**src/rtl/xor_shift_draw.sv**
```systemverilog
// Xorshift pseudo-random source with bounded on-demand draws.
// The state register steps every clock. A draw request is answered with a
// value in [0, limit-1] using mask-and-reject sampling. After MAX_TRIES
// consecutive rejections a folded fallback value is returned and flagged.
module xor_shift_draw #(
   parameter int          WIDTH        = 32,
   parameter int          SHIFT_A      = 7,
   parameter int          SHIFT_B      = 9,
   parameter int          SHIFT_C      = 13,
   parameter int          OUT_W        = 4,
   parameter int          MAX_TRIES    = 8,
   parameter logic [31:0] DEFAULT_SEED = 32'hDEADBEEF
) (
   input  logic             clk,
   input  logic             rst,
   input  logic [WIDTH-1:0] seed,
   input  logic             seed_load,
   input  logic             req_valid,
   output logic             req_ready,
   input  logic [OUT_W:0]   req_limit,
   output logic             rnd_valid,
   input  logic             rnd_ready,
   output logic [OUT_W-1:0] rnd_data,
   output logic             rnd_fallback,
   output logic [WIDTH-1:0] raw_rand
);

   localparam int               CNT_W     = $clog2(MAX_TRIES + 1);
   localparam logic [WIDTH-1:0] SEED_DFLT = WIDTH'(DEFAULT_SEED);

   typedef enum logic [1:0] {
      ST_IDLE = 2'd0,
      ST_DRAW = 2'd1,
      ST_DONE = 2'd2
   } state_t;

   // Generator state
   logic [WIDTH-1:0] r_s;
   logic [WIDTH-1:0] w_seedz;
   logic [WIDTH-1:0] w_t1;
   logic [WIDTH-1:0] w_t2;
   logic [WIDTH-1:0] w_t3;

   // Draw controller state
   state_t           r_state;
   state_t           w_state_next;
   logic [OUT_W:0]   r_limit;
   logic [OUT_W:0]   w_limit_next;
   logic [OUT_W-1:0] r_mask;
   logic [OUT_W-1:0] w_mask_next;
   logic [CNT_W-1:0] r_tries;
   logic [CNT_W-1:0] w_tries_next;
   logic [OUT_W-1:0] r_data;
   logic [OUT_W-1:0] w_data_next;
   logic             r_fb;
   logic             w_fb_next;

   // Request decode and candidate evaluation
   logic [OUT_W:0]   w_lim_in;
   logic [OUT_W-1:0] w_lim_m1;
   logic [OUT_W-1:0] w_smear [0:OUT_W-1];
   logic [OUT_W-1:0] w_mask_in;
   logic [OUT_W-1:0] w_cand;
   logic             w_accept;
   logic [CNT_W-1:0] w_tries_inc;
   logic             w_exhaust;
   logic [OUT_W-1:0] w_fold;
   logic             w_req_ready;
   logic             w_rnd_valid;

   // Zero seed would lock the generator at zero, so it is replaced.
   assign w_seedz = (seed == '0) ? SEED_DFLT : seed;

   // One xorshift step from the registered state
   always_comb begin
      w_t1 = r_s ^ (r_s >> SHIFT_A);
      w_t2 = w_t1 ^ (w_t1 << SHIFT_B);
      w_t3 = w_t2 ^ (w_t2 >> SHIFT_C);
   end

   // A limit of 0 behaves like 1 so the only legal result is 0.
   assign w_lim_in = (req_limit == '0) ? (OUT_W+1)'(1) : req_limit;
   assign w_lim_m1 = OUT_W'(w_lim_in - (OUT_W+1)'(1));

   // Smear the top set bit of limit-1 downward to form the 2^k-1 mask.
   assign w_smear[0] = w_lim_m1;
   generate
      for (genvar gi = 1; gi < OUT_W; gi++) begin : g_smear
         assign w_smear[gi] = w_smear[gi-1] | (w_smear[gi-1] >> gi);
      end
   endgenerate
   assign w_mask_in = w_smear[OUT_W-1];

   // Candidate uses the state register of the current DRAW cycle.
   assign w_cand      = r_s[OUT_W-1:0] & r_mask;
   assign w_accept    = ({1'b0, w_cand} < r_limit);
   assign w_tries_inc = r_tries + CNT_W'(1);
   assign w_exhaust   = (w_tries_inc == CNT_W'(MAX_TRIES));
   // A rejected candidate is at most 2L-2, so cand-L always lands below L.
   assign w_fold      = w_cand - r_limit[OUT_W-1:0];

   // Generator register: reset and reseed both load the protected seed.
   always_ff @(posedge clk) begin
      if (!rst) begin
         r_s <= w_seedz;
      end else if (seed_load) begin
         r_s <= w_seedz;
      end else begin
         r_s <= w_t3;
      end
   end

   // Draw FSM next-state and handshake outputs
   always_comb begin
      w_state_next = r_state;
      w_limit_next = r_limit;
      w_mask_next  = r_mask;
      w_tries_next = r_tries;
      w_data_next  = r_data;
      w_fb_next    = r_fb;
      w_req_ready  = 1'b0;
      w_rnd_valid  = 1'b0;
      case (r_state)
         ST_IDLE: begin
            w_req_ready = 1'b1;
            if (req_valid) begin
               w_limit_next = w_lim_in;
               w_mask_next  = w_mask_in;
               w_tries_next = '0;
               w_state_next = ST_DRAW;
            end
         end
         ST_DRAW: begin
            if (w_accept) begin
               w_data_next  = w_cand;
               w_fb_next    = 1'b0;
               w_state_next = ST_DONE;
            end else begin
               w_tries_next = w_tries_inc;
               if (w_exhaust) begin
                  w_data_next  = w_fold;
                  w_fb_next    = 1'b1;
                  w_state_next = ST_DONE;
               end
            end
         end
         ST_DONE: begin
            w_rnd_valid = 1'b1;
            if (rnd_ready) begin
               w_state_next = ST_IDLE;
            end
         end
         default: begin
            w_state_next = ST_IDLE;
         end
      endcase
   end

   // Draw FSM registers; reset discards any pending result.
   always_ff @(posedge clk) begin
      if (!rst) begin
         r_state <= ST_IDLE;
         r_limit <= '0;
         r_mask  <= '0;
         r_tries <= '0;
         r_data  <= '0;
         r_fb    <= 1'b0;
      end else begin
         r_state <= w_state_next;
         r_limit <= w_limit_next;
         r_mask  <= w_mask_next;
         r_tries <= w_tries_next;
         r_data  <= w_data_next;
         r_fb    <= w_fb_next;
      end
   end

   assign req_ready    = w_req_ready;
   assign rnd_valid    = w_rnd_valid;
   assign rnd_data     = r_data;
   assign rnd_fallback = r_fb;
   assign raw_rand     = r_s;

endmodule

```
**config.mk**
```make
export PLATFORM = sky130hd
export DESIGN_NAME = xor_shift_draw
export DESIGN_NICKNAME = d
export VERILOG_FILES = /design/src/rtl/xor_shift_draw.sv
export SDC_FILE = /design/constraint.sdc
export NUM_CORES = 1
export LEC_CHECK = 0
export ABC_CLOCK_PERIOD_IN_PS = 2300
export CAP_MARGIN = 10
export CORE_UTILIZATION = 38
export DETAILED_ROUTE_END_ITERATION = 8
export GPL_ROUTABILITY_DRIVEN = 0
export PLACE_DENSITY_LB_ADDON = 0.05
export REMOVE_ABC_BUFFERS = 1
export SYNTH_ARGS = -nofsm -noshare
export SYNTH_HDL_FRONTEND = slang
export SYNTH_SLANG_ARGS = --single-unit
export TNS_END_PERCENT = 20
```
**constraint.sdc**
```tcl
create_clock -name clk -period 2.3 [get_ports clk]
set_input_delay 0.345 -clock clk [delete_from_list [all_inputs] [get_ports clk]]
set_output_delay 0.345 -clock clk [all_outputs]
set_load 0.02 [all_outputs]
```
# ---- Word level (Yosys, flattened, before mapping)
# Cells that the tools add are included.
dict set report totals {
  reg_bits 52
  out_inout_bits 39
  wordCells 52
}
dict set report classes {
  n_addsub 3
  order_cmp 1
  eq_ne 7
  muxes 18
  bitwise_logic 7
  n_reduce_logical 9
}
# operator count
set op_table {}
lappend op_table {{32-bit two-way mux} 3}
lappend op_table {{32-bit zero test} 1}
lappend op_table {{32-bit by 19-bit bitwise XOR with 32-bit output} 1}
lappend op_table {{32-bit by 25-bit bitwise XOR with 32-bit output} 1}
lappend op_table {{32-bit bitwise XOR} 1}
lappend op_table {{4-bit two-way mux} 4}
lappend op_table {{2-bit two-way mux} 4}
lappend op_table {{4-bit one-hot mux with 2 select lines} 1}
lappend op_table {{2-bit inequality test, second input constant} 3}
lappend op_table {{2-bit one-hot mux with 3 select lines} 1}
lappend op_table {{3-bit AND reduction} 2}
lappend op_table {{5-bit zero test} 1}
lappend op_table {{4-bit by 5-bit < comparator with 1-bit output} 1}
lappend op_table {{5-bit two-way mux} 1}
lappend op_table {{4-bit by 1-bit adder with 4-bit output, second input constant} 1}
lappend op_table {{4-bit AND} 1}
lappend op_table {{4-bit equality test, second input constant} 1}
lappend op_table {{1-bit two-way mux} 4}
lappend op_table {{4-bit by 1-bit bitwise OR with 4-bit output} 1}
lappend op_table {{4-bit by 2-bit bitwise OR with 4-bit output} 1}
lappend op_table {{4-bit by 3-bit bitwise OR with 4-bit output} 1}
lappend op_table {{2-bit AND reduction} 2}
lappend op_table {{2-bit nonzero test} 2}
lappend op_table {{4-bit by 1-bit subtractor with 4-bit output, second input constant} 1}
lappend op_table {{5 further kinds} 5}

# ---- Logic depth before layout (Yosys ltp)
dict set report depth {
  depth_word 6
  ltp_mapped 8
}

# ---- Least setup slack after synthesis
# Ideal clock, no wire load.
dict set report synth_path {
  path_type {register to register}
  startpoint {register r_s[1], in the netlist raw_rand[1]}
  endpoint {register r_data[3], in the netlist rnd_data[3]}
  setup_time_ps 72
  arrival_ps 1757
  t_required_ps 2228
  setup_slack_ps 472
  stages_incl_launch_ff 9
  synth_period_minus_slack_ps 1828
  path_cell_list {dfxtp_1 nand2_1 inv_1 ha_1 nor2b_1 o211ai_1 nand2_1 a21oi_2 mux2i_1}
}
dict set report synth_via {
  elab_chain_cells 4
}
# item line
set synth_rtl {}
lappend synth_rtl {{start: declaration} 38} ;# logic [WIDTH-1:0] r_s;
lappend synth_rtl {{start signal: assignment} 105} ;# r_s <= w_seedz;
lappend synth_rtl {{start signal: assignment} 107} ;# r_s <= w_seedz;
lappend synth_rtl {{start signal: assignment} 109} ;# r_s <= w_t3;
lappend synth_rtl {{4-bit AND *} 95} ;# assign w_cand = r_s[OUT_W-1:0] & r_mask;
lappend synth_rtl {{4-bit subtractor / 4-bit by 5-bit < comparator with 1-bit output (equally long branches)} {100, 96}}
lappend synth_rtl {{4-bit two-way mux / 2-bit nonzero test (equally long branches)} --}
lappend synth_rtl {{4-bit two-way mux / 2-bit AND reduction (equally long branches)} --}
lappend synth_rtl {{end signal: assignment} 173} ;# r_data <= w_data_next;
lappend synth_rtl {{end: declaration} 53} ;# logic [OUT_W-1:0] r_data;
# Mark *: on every way between the ends. The rest lies on a longest branch, timed or not. The select of a mux whose other input is x is not followed.
# A chain may end at the register's enable or synchronous reset.

# ---- Worst setup path in the final report
dict set report layout_path {
  startpoint {register r_s[3], in the netlist raw_rand[3]}
  endpoint {register r_tries[3]}
}
dict set report layout_via {
  elab_chain_cells 4
}
# item line
set layout_rtl {}
lappend layout_rtl {{4-bit AND} 95}
lappend layout_rtl {{4-bit by 5-bit < comparator with 1-bit output} 96} ;# assign w_accept = ({1'b0, w_cand} < r_limit);
lappend layout_rtl {{2-bit inequality test (no source line)} --}
lappend layout_rtl {{3-bit AND reduction (no source line)} --}
lappend layout_rtl {{end signal: assignment} 172} ;# r_tries <= w_tries_next;
lappend layout_rtl {{end: declaration} 51} ;# logic [CNT_W-1:0] r_tries;
# Every way passes these cells.

==> impl_results.md <==
- TritonCTS clock tree: yes
- Post-DP HPWL: 5988 um
- Initial antenna violation count: 0
- Largest net degree at the start of global routing: 35
- Drt first pass iters: 4
- Final antenna diode count: 0
- Core ar.: 7292 um^2
- Fin area: 3870 um^2
- Hold WC Path Type: reg2reg
- R2r worst-path depth: 7
- P_leak: 1.397 nW
- Post-cts sizing count: 0
- Synth warn: 0
- PortBufs: 80
- CP required: 2.50 ns
- Clock skew: 0.006066 ns
- Global routing usage on met1: 0.2457
- Reg2reg start: raw_rand[3]
- Post-detailed-route wirelength per cell: 15.02 um
- Max Slew Vio Count: 0
- Post-cts hold buffer count: 0
- Detailed-route via count: 2508
- Synthesis-to-finish area growth: 34.24%
- Clock Sinks: 52
- Met3 Use GR: 0.03416
- First-pass GRT wire length: 12210 um
- RSZ-0062 raised after global routing: no
- CP peak stage delay: 0.35 ns
- Initial DRC Count: 91
- CTS H-tree lvls: 2
- Global Route Usage Sum: 0.2055
- Worst-path fanout max: 7
- Critical Path AT: 2.15 ns
- Crit-path cells: and2_1 > ha_1 > a21oi_1 > or2_2 > a21oi_2 > nand2b_1 > o21ai_0
- Syn Inst Count: 325
- Sequential area share after synthesis: 0.3611
- DRC Markers: 0
- Hold EP: rnd_data[3]
- Critical path type: reg2reg
- Syn Area/Cell: 8.870 um^2
- FF+latch count, synth: 52
- Post-synth ARST share: 0
- FMAX: 511.2 MHz
- Hold depth: 2
- Worst path slowest cell: dfxtp_1
- Worst hold path startpoint: rnd_data[3]
- Met2 Use GR: 0.3740
- Final WL: 7587 um
- Die width: 89.10 um
- Worst skew pair latency: 0.31 ns
- CP endpoint kind: flip-flop
- Dpl cell area: 3780 um^2
- Number of top-level pins: 81
- Max_slew headroom: 0.6679
- Power density cells: 1315 nW/um^2
- Initial core utilization: 0.3953
- Clk pin slew, worst setup/hold paths: 0.09 ns
- Synthesized area: 2883 um^2
- GRT overflow: 0
- Worst vdd ir: 0.0007252 V
- R2R Path End: r_tries[3]
- Clk root buf: clkbuf_8
- Vias in the first global route: 2477
- CP startpoint kind: flip-flop
- Via density: 4.966
- Area contributors post-synth: dfxtp_1 36%, xnor2_1 17%, o21ai_0 5.9%
- Yosys top cell area share: 0.3611
- Post-CTS setup buffers: 0
- Setup TNS: 0 ns
- Worst-Margin Slew: 0.4945 ns
- Final #Nets: 455
- Clk buf depth: 2
- Status: finished clean
- Die ar.: 7939 um^2
- # Max-Cap Violations: 0
- Ys flop type: dfxtp_1
- Synth area leader: dfxtp_1
- Row count: 31
- Final min period: 1.956 ns
- DIE HEIGHT: 89.10 um
- Synth cell types: 38
- Period utilisation layout: 0.8505
- Setup violators final: 0
- CTS Buf Count: 5
- EDFF count, synth: 0
- Share of layout cells above drive strength 1: 0.05911
- Filler instances: 753
- Flop2flop setup slack: 0.34 ns
- Final Hold Vio Count: 0
- Grt peak-use layer: met2
- Routed Antenna Nets: 0
-- registers in the layout, indices dropped and copies added (netlist names) --
| name | cells |
|---|---|
| rnd_fallback | 1 |
| r_limit | 5 |
| r_state | 2 |
| raw_rand | 32 |
| r_mask | 4 |
| r_tries | 4 |
| rnd_data | 4 |
-- layer usage --
metal	routed length [um]	up-vias
met2	3784	66
met5	0	-
li1	-	1262
met4	142	0
met3	259	12
met1	3401	1168
-- worst max path at each step --
| stage | start | endpoint | slack (ns) | cells past startpoint |
|---|---|---|---|---|
| 6_report | raw_rand[3] | r_tries[3] | 0.34 | 7 |
| 5_1_grt | raw_rand[1] | rnd_data[3] | 0.20 | 8 |
| 4_1_cts | raw_rand[3] | r_tries[3] | 0.33 | 7 |
| 3_5_place_dp | seed[24] | raw_rand[1] | 0.28 | 7 |
| 3_3_place_gp | req_limit[2] | r_mask[0] | 0.29 | 7 |
| 2_1_floorplan | raw_rand[1] | rnd_data[3] | 0.47 | 8 |
-- stage by stage --
step	total power, mW	setup WS (ns)	hold WS, ns	util	instances
global route	5.492	0.1969	0.4969	0.5307	505
global placement	4.550	0.2942	0.4428	0.5184	497
CTS	5.126	0.3330	0.4628	0.5307	505
floorplan	3.627	0.4717	0.4434	-	312
finish	5.087	0.3438	0.4598	0.5307	505
detailed placement	4.555	0.2782	0.4496	0.5184	497
-- cells by family (layout without fill, tap and decap cells) --
group	Yosys count	count (layout)	synth area share
simple gates	94	94	0.1675
compound gates	75	75	0.1497
xor+xnor	71	71	0.2339
flops	52	52	0.3611
buf+inv	21	102	0.03646
fa+ha+maj	8	8	0.03733
mux	4	4	0.01389
-- cells in the mapped netlist, types with 5 or more instances --
master    number
xor2_2         6
dfxtp_1       52
nor4_1         9
a21oi_1       20
nand2_1       32
a21boi_0       5
o21ai_0       34
ha_1           7
xor2_1         7
inv_1          8
clkbuf_1       7
nor3_1        16
xnor2_1       57
nor2b_1       12
nor2_1         5
-- critical path, delay by kind of cell, from the launching register on --
kind	cells	cell delay, ns
AO/OA/AOI/OAI	3	0.47
AND/OR/NAND/NOR	3	0.71
adder cells (fa/ha/maj)	1	0.31
flip-flops	1	0.35
-- power by group --
group          total (mW)  switching (mW)  internal (mW)  leakage [nW]
Clock               0.549           0.303          0.246        0.0455
Sequential           1.44           0.292           1.14         0.434
Combinational        3.10            1.54           1.57         0.918
-- placed cells by master (no fill, tap or decap), types with 4 or more instances in the layout --
cell             Yosys  routed
nor3_1              16      16
a21boi_0             5       5
nor2b_1             12      11
nor4_1               9       9
dfxtp_1             52      52
nand2_1             32      32
ha_1                 7       7
nor2_1               5       5
xor2_2               6       6
a21oi_1             20      20
buf_4                0       6
xor2_1               7       7
clkbuf_8             0       6
clkdlybuf4s50_1      0      80
nand2b_1             4       4
mux2i_1              4       4
xnor2_1             57      57
o21ai_0             34      34
inv_1                8       8
-- cell type report --
class / instances / area, um^2 / share of cell area
Multi-Input combinational cell: 252 / 1739 / 0.4494
Sequential cell: 52 / 1041 / 0.2690
Timing Repair Buffer: 86 / 845.8 / 0.2186
Tap cell: 99 / 123.9 / 0.03201
Clock buffer: 8 / 90.09 / 0.02328
Inverter: 8 / 30.03 / 0.007759
(Power assumes the default switching activity.)
